### src/rtl/rv_lsu_pkg.sv
// rv_lsu_pkg: shared access-size codes, FSM state and width-decode helpers
// for the load/store unit.
`default_nettype none

package rv_lsu_pkg;

  localparam logic [2:0] SIZE_B  = 3'b000;
  localparam logic [2:0] SIZE_H  = 3'b001;
  localparam logic [2:0] SIZE_W  = 3'b010;
  localparam logic [2:0] SIZE_BU = 3'b100;
  localparam logic [2:0] SIZE_HU = 3'b101;

  typedef enum logic [1:0] {
    STATE_IDLE = 2'd0,
    STATE_REQ  = 2'd1,
    STATE_WAIT = 2'd2
  } lsu_state_t;

  typedef enum logic [1:0] {
    WIDTH_BYTE = 2'd0,
    WIDTH_HALF = 2'd1,
    WIDTH_WORD = 2'd2
  } access_width_t;

  // Reserved codes fall through to a full-word access.
  function automatic access_width_t decode_width(input logic [2:0] size);
    case (size)
      SIZE_B, SIZE_BU: decode_width = WIDTH_BYTE;
      SIZE_H, SIZE_HU: decode_width = WIDTH_HALF;
      default:         decode_width = WIDTH_WORD;
    endcase
  endfunction

  function automatic logic is_signed_load(input logic [2:0] size);
    is_signed_load = (size == SIZE_B) || (size == SIZE_H);
  endfunction

endpackage

`default_nettype wire

### src/rtl/rv_lsu_lane.sv
// rv_lsu_lane: combinational byte-lane steering -- byte enables, store
// replication and load lane extraction with sign/zero extension.
`default_nettype none

module rv_lsu_lane
  import rv_lsu_pkg::*;
(
  input  logic [1:0]  offset,
  input  logic [2:0]  size,
  input  logic [31:0] store_data,
  input  logic [31:0] load_word,
  output logic [3:0]  byte_enable,
  output logic [31:0] write_data,
  output logic [31:0] read_data
);

  access_width_t width;
  logic          sign_ext;
  logic [7:0]    load_byte;
  logic [15:0]   load_half;

  always_comb begin
    width    = decode_width(size);
    sign_ext = is_signed_load(size);

    case (offset)
      2'd0:    load_byte = load_word[7:0];
      2'd1:    load_byte = load_word[15:8];
      2'd2:    load_byte = load_word[23:16];
      default: load_byte = load_word[31:24];
    endcase

    // Halfwords ignore offset[0]: the lower lane pair or the upper one.
    load_half = offset[1] ? load_word[31:16] : load_word[15:0];

    case (width)
      WIDTH_BYTE: begin
        byte_enable = 4'b0001 << offset;
        write_data  = {4{store_data[7:0]}};
        read_data   = {{24{sign_ext & load_byte[7]}}, load_byte};
      end
      WIDTH_HALF: begin
        byte_enable = offset[1] ? 4'b1100 : 4'b0011;
        write_data  = {2{store_data[15:0]}};
        read_data   = {{16{sign_ext & load_half[15]}}, load_half};
      end
      default: begin
        byte_enable = 4'b1111;
        write_data  = store_data;
        read_data   = load_word;
      end
    endcase
  end

endmodule

`default_nettype wire

### src/rtl/rv_lsu.sv
// rv_lsu: core-to-memory load/store unit with a three-state handshake FSM
// (IDLE / REQ awaiting begin / WAIT awaiting end).
`default_nettype none

module rv_lsu
  import rv_lsu_pkg::*;
(
  input  logic        clk,
  input  logic        reset,
  input  logic [31:0] core_address,
  input  logic [31:0] core_write_data,
  input  logic        core_require,
  input  logic        core_write_enable,
  input  logic [2:0]  core_size,
  output logic [31:0] core_read_data,
  output logic        core_stall_signal,
  input  logic [31:0] memory_read_data,
  input  logic        memory_begin_signal,
  input  logic        memory_end_signal,
  output logic        memory_require,
  output logic        memory_write_enable,
  output logic [3:0]  memory_byte_enable_map,
  output logic [31:0] memory_address,
  output logic [31:0] memory_write_data
);

  lsu_state_t state;

  always_ff @(posedge clk) begin
    if (reset) begin
      state <= STATE_IDLE;
    end else if (!core_require) begin
      state <= STATE_IDLE;
    end else begin
      case (state)
        STATE_IDLE, STATE_REQ: begin
          // A same-cycle begin+end completes immediately.
          if (memory_end_signal)        state <= STATE_IDLE;
          else if (memory_begin_signal) state <= STATE_WAIT;
          else                          state <= STATE_REQ;
        end
        STATE_WAIT: begin
          if (memory_end_signal) state <= STATE_IDLE;
        end
        default: state <= STATE_IDLE;
      endcase
    end
  end

  always_comb begin
    memory_require      = core_require && (state != STATE_WAIT);
    memory_write_enable = core_write_enable && memory_require;
    core_stall_signal   = core_require && !memory_end_signal;
    memory_address      = {core_address[31:2], 2'b00};
  end

  rv_lsu_lane u_lane (
    .offset      (core_address[1:0]),
    .size        (core_size),
    .store_data  (core_write_data),
    .load_word   (memory_read_data),
    .byte_enable (memory_byte_enable_map),
    .write_data  (memory_write_data),
    .read_data   (core_read_data)
  );

endmodule

`default_nettype wire

### config.mk
export PLATFORM = sky130hd
export DESIGN_NAME = rv_lsu
export DESIGN_NICKNAME = d
export VERILOG_FILES = /design/src/rtl/rv_lsu_pkg.sv /design/src/rtl/rv_lsu_lane.sv /design/src/rtl/rv_lsu.sv
export SDC_FILE = /design/constraint.sdc
export NUM_CORES = 1
export LEC_CHECK = 0
export ABC_CLOCK_PERIOD_IN_PS = 2000
export CAP_MARGIN = 20
export CELL_PAD_IN_SITES_DETAIL_PLACEMENT = 0
export CELL_PAD_IN_SITES_GLOBAL_PLACEMENT = 1
export CORE_UTILIZATION = 17
export CTS_CLUSTER_SIZE = 28
export DETAILED_ROUTE_END_ITERATION = 6
export GPL_TIMING_DRIVEN = 0
export PLACE_DENSITY_LB_ADDON = 0.1
export SKIP_LAST_GASP = 1
export SLEW_MARGIN = 5
export SYNTH_ARGS = -nofsm -noshare
export SYNTH_HDL_FRONTEND = slang
export SYNTH_SLANG_ARGS = --single-unit
### constraint.sdc
create_clock -name clk -period 2 [get_ports clk]
set_input_delay 0.2 -clock clk [delete_from_list [all_inputs] [get_ports clk]]
set_output_delay 0.2 -clock clk [all_outputs]
set_load 0.01 [all_outputs]
# After elaboration in Yosys (flattened, before gate mapping)
# Index checks and enable logic that the tools add are counted.
totals:
  ff_bits: 2
  input_bits: 105
  output_inout_bits: 103
  word_cells: 39
op_classes:
  n_eq_ne: 10
  shift: 1
  n_mux: 11
  bitwise: 3
  n_reduce_logical: 13
op_table:
  columns: ["cell", "count"]
  rows:
  - ["$pmux 32 s2", 2]
  - ["$pmux 8 s3", 1]
  - ["$mux 16", 1]
  - ["$pmux 2 s2", 2]
  - ["$pmux 4 s2", 1]
  - ["$reduce_or 2->1", 4]
  - ["$eq 2x1->1 const B", 3]
  - ["$eq 3x3->1 const B", 2]
  - ["$logic_not 2->1", 3]
  - ["$mux 2", 3]
  - ["$eq 2x2->1 const B", 2]
  - ["$mux 4", 1]
  - ["$ne 2x2->1 const B", 2]
  - ["$shl 1x2->4 const A", 1]
  - ["$eq 3x1->1 const B", 1]
  - ["$logic_and 1x1->1", 3]
  - ["$logic_not 3->1", 1]
  - ["$and 1x1->1", 2]
  - ["$logic_not 1->1", 1]
  - ["$logic_or 1x1->1", 1]
  - ["$not 1->1", 1]

# Longest topological paths before layout
# Gate-level depths: netlist of the first run.
depth:
  depth_word: 5
  ltp_mapped: 5
  depth_no_buf: 3

# Modules after synthesis
# A second synthesis of the first run with hierarchy kept.
unflattened:
  hier_cells: 215
  area_unflattened_um2: 1604.0
by_module_without_submodules:
  columns: ["mod", "instances", "cells_per_inst", "area_each_um2", "seq_area_each_um2"]
  rows:
  - ["rv_lsu_lane", 1, 172, 1260.0, 0.0]
  - ["rv_lsu", 1, 43, 344.1, 40.0]

# Worst setup path before layout of the first run
# No wires, ideal clock.
synth_timing:
  path_type: "input port to output port"
  start: "input core_size[0]"
  end: "output core_read_data[3]"
  arrival_time_ns: 1.210
  required_time_ns: 1.800
  setup_slack_ns: 0.590
  cell_stages: 5
  n_path_buf: 2
  path_cell_list: "buf_2 nor2_2 buf_2 a32o_1 a221oi_1"
synth_between:
  elab_chain_cells: 5
  word_cells_on_any_way: 10
  classes_between: "4 x eq/ne; 2 x mux; 4 x reduce/logical"
synth_rtl:
  columns: ["item", "line", "text"]
  rows:
  - ["from (decl)", "rv_lsu.sv:14", "input logic [2:0] core_size,"]
  - ["$eq 3x3->1 (tied with other cells)", "rv_lsu_pkg.sv:27", "case (size)"]
  - ["$reduce_or 2->1", "rv_lsu_pkg.sv:27", null]
  - ["$pmux 2 s2 (*)", "rv_lsu_pkg.sv:27", null]
  - ["$eq 2x1->1 or $logic_not 2->1 (tied branches)", "rv_lsu_lane.sv:36", "case (width)"]
  - ["$pmux 32 s2 (*)", "rv_lsu_lane.sv:36", null]
  - ["to (decl)", "rv_lsu.sv:15", "output logic [31:0] core_read_data,"]
# Mark *: on every way between the ends. The rest lies on a longest branch, timed or not.

# Worst setup path in the final report of the first run
layout_timing:
  start: "input core_size[1]"
  end: "output memory_write_data[8]"
layout_between:
  elab_chain_cells: 5
  word_cells_on_any_way: 10
  classes_between: "4 x eq/ne; 2 x mux; 4 x reduce/logical"
layout_rtl:
  columns: ["item", "line", "text"]
  rows:
  - ["$eq 3x3->1 (tied with other cells)", "rv_lsu_pkg.sv:27", null]
  - ["$reduce_or 2->1", "rv_lsu_pkg.sv:27", null]
  - ["$pmux 2 s2 (*)", "rv_lsu_pkg.sv:27", null]
  - ["$eq 2x1->1 or $logic_not 2->1 (tied branches)", "rv_lsu_lane.sv:36", null]
  - ["$pmux 32 s2 (*)", "rv_lsu_lane.sv:36", null]
  - ["to (decl)", "rv_lsu.sv:24", "output logic [31:0] memory_write_data"]
# Marked as above.

==> impl_metrics.yaml, run 1 <==
routing:
  ant_nets: 0
  dr.first_iter.drc_count: 36
  vias: 2330
  vias_per_cell: 4.275
  routed_wl_mm: 7.978
  firstDrtPassIters: 4
  drc_errors: 0
  post_drt_wl_per_cell_um: 14.64
synth:
  ys_seq_elements: 2
  yosys_warnings: 0
  syn_inst: 233
  postSynth.asyncResetShare_pct: 0
  synth.distinct_cells: 33
  netlist_area_um2: 1629
  synth_ff_type: "dfxtp_1"
  synth-edff-count: 0
  syn-mean-instance-area_um2: 6.992
  yosysSeqAreaShare_pct: 2.458
floorplanning:
  die_area_um2: 9978
  start_util_pct: 17.63
  die_h_um: 99.89
  die_x_um: 99.89
  rows: 35
  coreArea_um2: 9240
  pin_count: 208
placement:
  place_ws_ns: -0.6721
  port_buffers: 174
  placed_area_um2: 3536
  dp_hpwl_mm: 6.397
  globalplace.congestion: 0.7566
global_route:
  antenna_found_initial: 2
  grt_pass1_vias: 2301
  grt_max_degree: 11
  grt_usage_pct: 15.24
  grt_pass1_wl_mm: 11.96
  gr-total-overflow: 0
power:
  cellPowerDensity_nw_per_um2: 286.4
  p_total_mw: 1.048
  cellLeakagePower_nw: 1.607
  vdd_drop_max_v: 0.0001322
setup_path:
  worstRegToRegCells: 2
  crit_end: "memory_write_data[8]"
  r2r_start: "state[1]"
  crit_fanout: 10
  crit_path_start: "core_size[1]"
  cp-start-kind: "input pin"
  r2r_setup_slack_ns: 1.36
  critPathKind: "input pin to output pin"
  r2r_end: "state[1]"
  critPathArrivalTime_ns: 1.78
  crit_required_ns: 1.80
  cp-end-kind: "output pin"
cts:
  hold_buffers: 0
  cts.sinks: 2
  root_buffer: "clkbuf_8"
  htree_levels: 1
  cts_buffers: 3
  clock_path_buffers: 2
  insertion_delay_ns: 0.21
  clk_pin_slew_worst_paths_ns: 0.03
  cts_tree: "yes"
finish:
  drive_above_1_share_pct: 21.93
  nets: 522
  fin_area_um2: 3660
  regMostFlops: "state"
  top_regs: "state: 2 flops"
  largest_reg_flops: 2
  area_growth_syn_to_layout_pct: 124.7
timing:
  whs_ns: 0.4530
  setup_viol: 0
  fin_crit_sh_pct: 98.90
  fin_worst_skew_ns: 0.0003809
  finalHoldViolations: 0
  fin_crit_ns: 1.978
  rsz0062_at_grt: "yes"
  setup_slack_ns: 0.02195
  slew_viol_final: 0
  timing.fmax_mhz: 505.5
job:
  drv_cap: 0
hold_path:
  hold_class: "flip-flop to flip-flop"
status:
  status: "completed"
==> what timing repair did <==
item                       in CTS  in global routing
gates cloned                    1                  0
setup endpoints to repair      60                 20
gates resized for setup        63                  9
buffers inserted                3                  0
pin swaps                       2                  0
==> cells in the mapped netlist, types with 4 or more instances <==
master | count | area [µm²]
o21ai_0 | 31 | 155.2
and3b_1 | 8 | 70.07
nor2_1 | 7 | 26.28
nand2_1 | 16 | 60.06
buf_4 | 42 | 315.3
clkbuf_1 | 5 | 18.77
mux2_2 | 17 | 191.4
nand2b_1 | 5 | 31.28
mux2i_1 | 15 | 150.1
inv_1 | 6 | 22.52
o22ai_1 | 6 | 37.54
a221o_1 | 5 | 50.05
o21bai_1 | 4 | 30.03
nor2b_1 | 25 | 156.4
nand3_1 | 8 | 40.04
buf_2 | 11 | 55.05
==> per-stage QoR <==
step / TNS (ns) / utilization, % / std cells
after floorplan: 0 / - / 234
after global placement: -29.24 / 38.27 / 537
after detailed placement: -29.35 / 38.27 / 537
after CTS: 0 / 39.54 / 544
after global routing: -0.4144 / 39.61 / 545
final: 0 / 39.61 / 545
==> power by group <==
group / leakage, nW / internal [mW] / switching [mW]
Combinational: 1.57 / 0.514 / 0.335
Sequential: 0.0163 / 0.0414 / 0.000504
Clock: 0.0216 / 0.127 / 0.0301
==> cell families (layout without fill, tap and decap cells) <==
family	count (synthesis)	in the layout	share of synthesized area [%]
other	1	3	0.2302
and+or+nand+nor	77	77	27.04
AOI/OAI and AO/OA	56	56	22.66
buffers and inverters	64	245	25.27
muxes	33	33	22.35
DFF	2	2	2.458
==> placed cells by master (no fill, tap or decap), types with 4 or more instances in the layout <==
cell	Yosys	layout
a221o_1	5	5
and3b_1	8	8
buf_2	11	4
buf_4	42	49
clkdlybuf4s15_1	0	5
clkdlybuf4s50_1	0	136
dlygate4sd2_1	0	29
inv_1	6	5
mux2_2	17	17
mux2i_1	15	15
nand2_1	16	16
nand2b_1	5	5
nand3_1	8	8
nor2_1	7	6
nor2b_1	25	25
o21ai_0	31	31
o22ai_1	6	6
==> how the worst min path moves through the flow <==
stage	to	startpoint	slack, ns	cells after the start
2_1_floorplan	state[0]	memory_begin_signal	0.28	1
3_3_place_gp	state[0]	state[1]	0.42	1
3_5_place_dp	state[0]	state[1]	0.44	1
4_1_cts	state[0]	state[1]	0.45	1
5_1_grt	state[0]	state[1]	0.47	1
6_report	state[0]	state[1]	0.45	1
==> worst max-delay path, cell delays in order <==
cell             delay (ns)
clkdlybuf4s15_2        0.25
nor2_2                 0.22
buf_4                  0.25
mux2_2                 0.37
clkdlybuf4s50_1        0.48
==> layer usage <==
layer  global-route usage [%]  share of wire (%)  up-vias
met1                    18.43                 42     1051
li1                         -                  -     1151
met3                    5.362                 10        2
met4                    1.357              0.013        2
met5                        0               0.16        -
met2                    26.84                 47      124
==> layout make-up <==
class	instances	area (µm²)
Multi-Input combinational cell	168	1197
Fill cell	977	5580
Inverter	6	22.52
Tap cell	129	161.4
Timing Repair Buffer	178	1760
Buffer	58	434.2
Clock buffer	3	41.29
Sequential cell	2	40.04
Antenna cell	1	2.502
Power figures use the tool's default switching activity.
==> run 2: changes to the inputs <==
--- a/config.mk
+++ b/config.mk
@@ -5,11 +5,11 @@
 export SDC_FILE = /design/constraint.sdc
 export NUM_CORES = 1
 export LEC_CHECK = 0
-export ABC_CLOCK_PERIOD_IN_PS = 2000
+export ABC_CLOCK_PERIOD_IN_PS = 1850
 export CAP_MARGIN = 20
 export CELL_PAD_IN_SITES_DETAIL_PLACEMENT = 0
 export CELL_PAD_IN_SITES_GLOBAL_PLACEMENT = 1
-export CORE_UTILIZATION = 17
+export CORE_UTILIZATION = 16
 export CTS_CLUSTER_SIZE = 28
 export DETAILED_ROUTE_END_ITERATION = 6
 export GPL_TIMING_DRIVEN = 0
==> constraint.sdc (replaced) <==
create_clock -name clk -period 1.85 [get_ports clk]
set_input_delay 0.185 -clock clk [delete_from_list [all_inputs] [get_ports clk]]
set_output_delay 0.185 -clock clk [all_outputs]
set_load 0.01 [all_outputs]
==> impl_metrics.yaml, run 2 (same netlist as run 1, synthesis figures left out) <==
status:
  status: "complete, but fails checks"
  violations: "setup timing"
hold_path:
  hold_depth: 1
  min_to: "state[0]"
  hold_class: "flip-flop to flip-flop"
  worstHoldStart: "state[1]"
timing:
  rsz0062_at_grt: "yes"
  finalHoldViolations: 0
  slew_viol_final: 0
  timing.fmax_mhz: 534.5
  fin_crit_sh_pct: 101.1
  setup_slack_ns: -0.02081
  setup_viol: 1
  fin_crit_ns: 1.871
  fin_worst_skew_ns: 0.001761
  whs_ns: 0.4295
finish:
  nets: 528
  area_growth_syn_to_layout_pct: 127.7
  top_regs: "state: 2 flops"
  largest_reg_flops: 2
  insertedDiodeCount: 0
  mostFrequentLayoutCell: "clkdlybuf4s50_1"
  nFillCells: 1079
  most-common-layout-cells: "131 x clkdlybuf4s50_1, 52 x buf_4, 31 x o21ai_0, 25 x nor2b_1, 22 x dlygate4sd2_1"
  regMostFlops: "state"
  drive_above_1_share_pct: 26.60
setup_path:
  slowest_delay_ns: 0.52
  timing.critical_path.slowest_stage_cell: "mux4_2"
  cp_top_family: "buffers and inverters"
  critPathKind: "input pin to output pin"
  worstRegToRegCells: 2
  r2r_setup_slack_ns: 1.20
  path_cells: "dlygate4sd2_1 -> mux4_2 -> nand3_4 -> buf_12 -> buf_16 -> o21ai_0 -> dlygate4sd2_1"
  crit_required_ns: 1.66
  path_buf_inv: 4
  r2r_start: "state[0]"
  critPathArrivalTime_ns: 1.69
  cp_common_cell: "dlygate4sd2_1"
  r2r_end: "state[1]"
  crit_fanout: 7
  cp-end-kind: "output pin"
  cp-start-kind: "input pin"
cts:
  root_buffer: "clkbuf_8"
  cts_buffers: 3
  clock_path_buffers: 2
  insertion_delay_ns: 0.21
  cts_tree: "yes"
  htree_levels: 1
  clk_pin_slew_worst_paths_ns: 0.03
  cts.sinks: 2
placement:
  globalplace.congestion: 0.6922
  dp_hpwl_mm: 6.627
  port_buffers: 174
floorplanning:
  die_h_um: 102.9
  coreArea_um2: 9819
  rows: 36
  start_util_pct: 16.59
  die_x_um: 102.9
  die_area_um2: 10590
  pin_count: 208
global_route:
  antenna_found_initial: 0
  grt_pass1_wl_mm: 12.25
  grt_pass1_vias: 2307
  gr-total-overflow: 0
  grt_max_degree: 11
  met2_usage_pct: 26.31
  grt_usage_pct: 15.02
  grt_busiest_layer: "met2"
  met3_usage_pct: 4.746
  grtUsageMet1_pct: 18.57
routing:
  vias: 2355
  ant_nets: 0
  post_drt_wl_per_cell_um: 15.06
  vias_per_cell: 4.251
  drc_errors: 0
  routed_wl_mm: 8.343
  firstDrtPassIters: 4
  dr.first_iter.drc_count: 77
power:
  vdd_drop_max_v: 0.0001532
  cellLeakagePower_nw: 1.645
  p_total_mw: 1.148
  cellPowerDensity_nw_per_um2: 309.6
job:
  drv_cap: 0
[run 2: changes by cell type in the layout (fill, tap and decap cells not counted), sizes merged, moves of 3 or more]
cell,change
buf,+13
clkbuf,+7
clkdlybuf4s15,-3
clkdlybuf4s50,-5
dlygate4sd2,-7
[run 2: per-stage QoR]
step                worst slack (ns)  cells  utilization, %  area, µm²  TNS [ns]
floorplan                     0.4702    234               -       1633         0
global placement             -0.7267    541           36.06       3541    -35.46
finish                      -0.02081    554           37.77       3709  -0.02081
detailed placement           -0.7397    541           36.06       3541    -35.34
CTS                          -0.1096    553           38.12       3744   -0.3990
global route                -0.07520    554           37.77       3709   -0.2140
[run 2: layout make-up]
| type | instances | area [µm²] | area share, % |
|---|---|---|---|
| Sequential cell | 2 | 40.04 | 1.080 |
| Multi-Input combinational cell | 168 | 1224 | 33.00 |
| Tap cell | 133 | 166.4 | 4.487 |
| Timing Repair Buffer | 184 | 1757 | 47.37 |
| Clock buffer | 3 | 41.29 | 1.113 |
| Inverter | 6 | 22.52 | 0.6073 |
| Buffer | 58 | 457.9 | 12.35 |
[run 2: worst max-delay path by stage]
stage | from | to | slack [ns] | cells after the start
2_1_floorplan | core_size[0] | core_read_data[3] | 0.47 | 5
3_3_place_gp | core_size[1] | memory_byte_enable_map[2] | -0.73 | 6
3_5_place_dp | core_size[1] | memory_byte_enable_map[2] | -0.74 | 6
4_1_cts | core_size[1] | memory_byte_enable_map[2] | -0.11 | 6
5_1_grt | memory_read_data[31] | core_read_data[20] | -0.08 | 7
6_report | memory_read_data[31] | core_read_data[20] | -0.02 | 7
[run 2: worst reg2reg max path: stages (launching register included)]
cell,delay (ns)
dfxtp_1,0.28
nand2b_1,0.17
a21oi_1,0.13
[run 2: metal layers]
layer	up-vias	wire, µm	share of wire [%]
met3	2	902	11
met2	144	3880	47
li1	1161	-	-
met4	0	22	0.26
met5	-	0	0
met1	1048	3538	42
[run 2: timing repair]
item	in CTS	in global routing
pin swaps	3	0
setup buffers	7	1
endpoints found under the hold margin	0	0
setup endpoints to repair	60	37
cloned	2	0
resized for setup	105	21
hold buffers	0	0
[run 2: power by group]
| group | switching [mW] | internal (mW) |
|---|---|---|
| Sequential | 0.000483 | 0.0448 |
| Clock | 0.0314 | 0.137 |
| Combinational | 0.378 | 0.557 |
| Total | 0.409 | 0.739 |
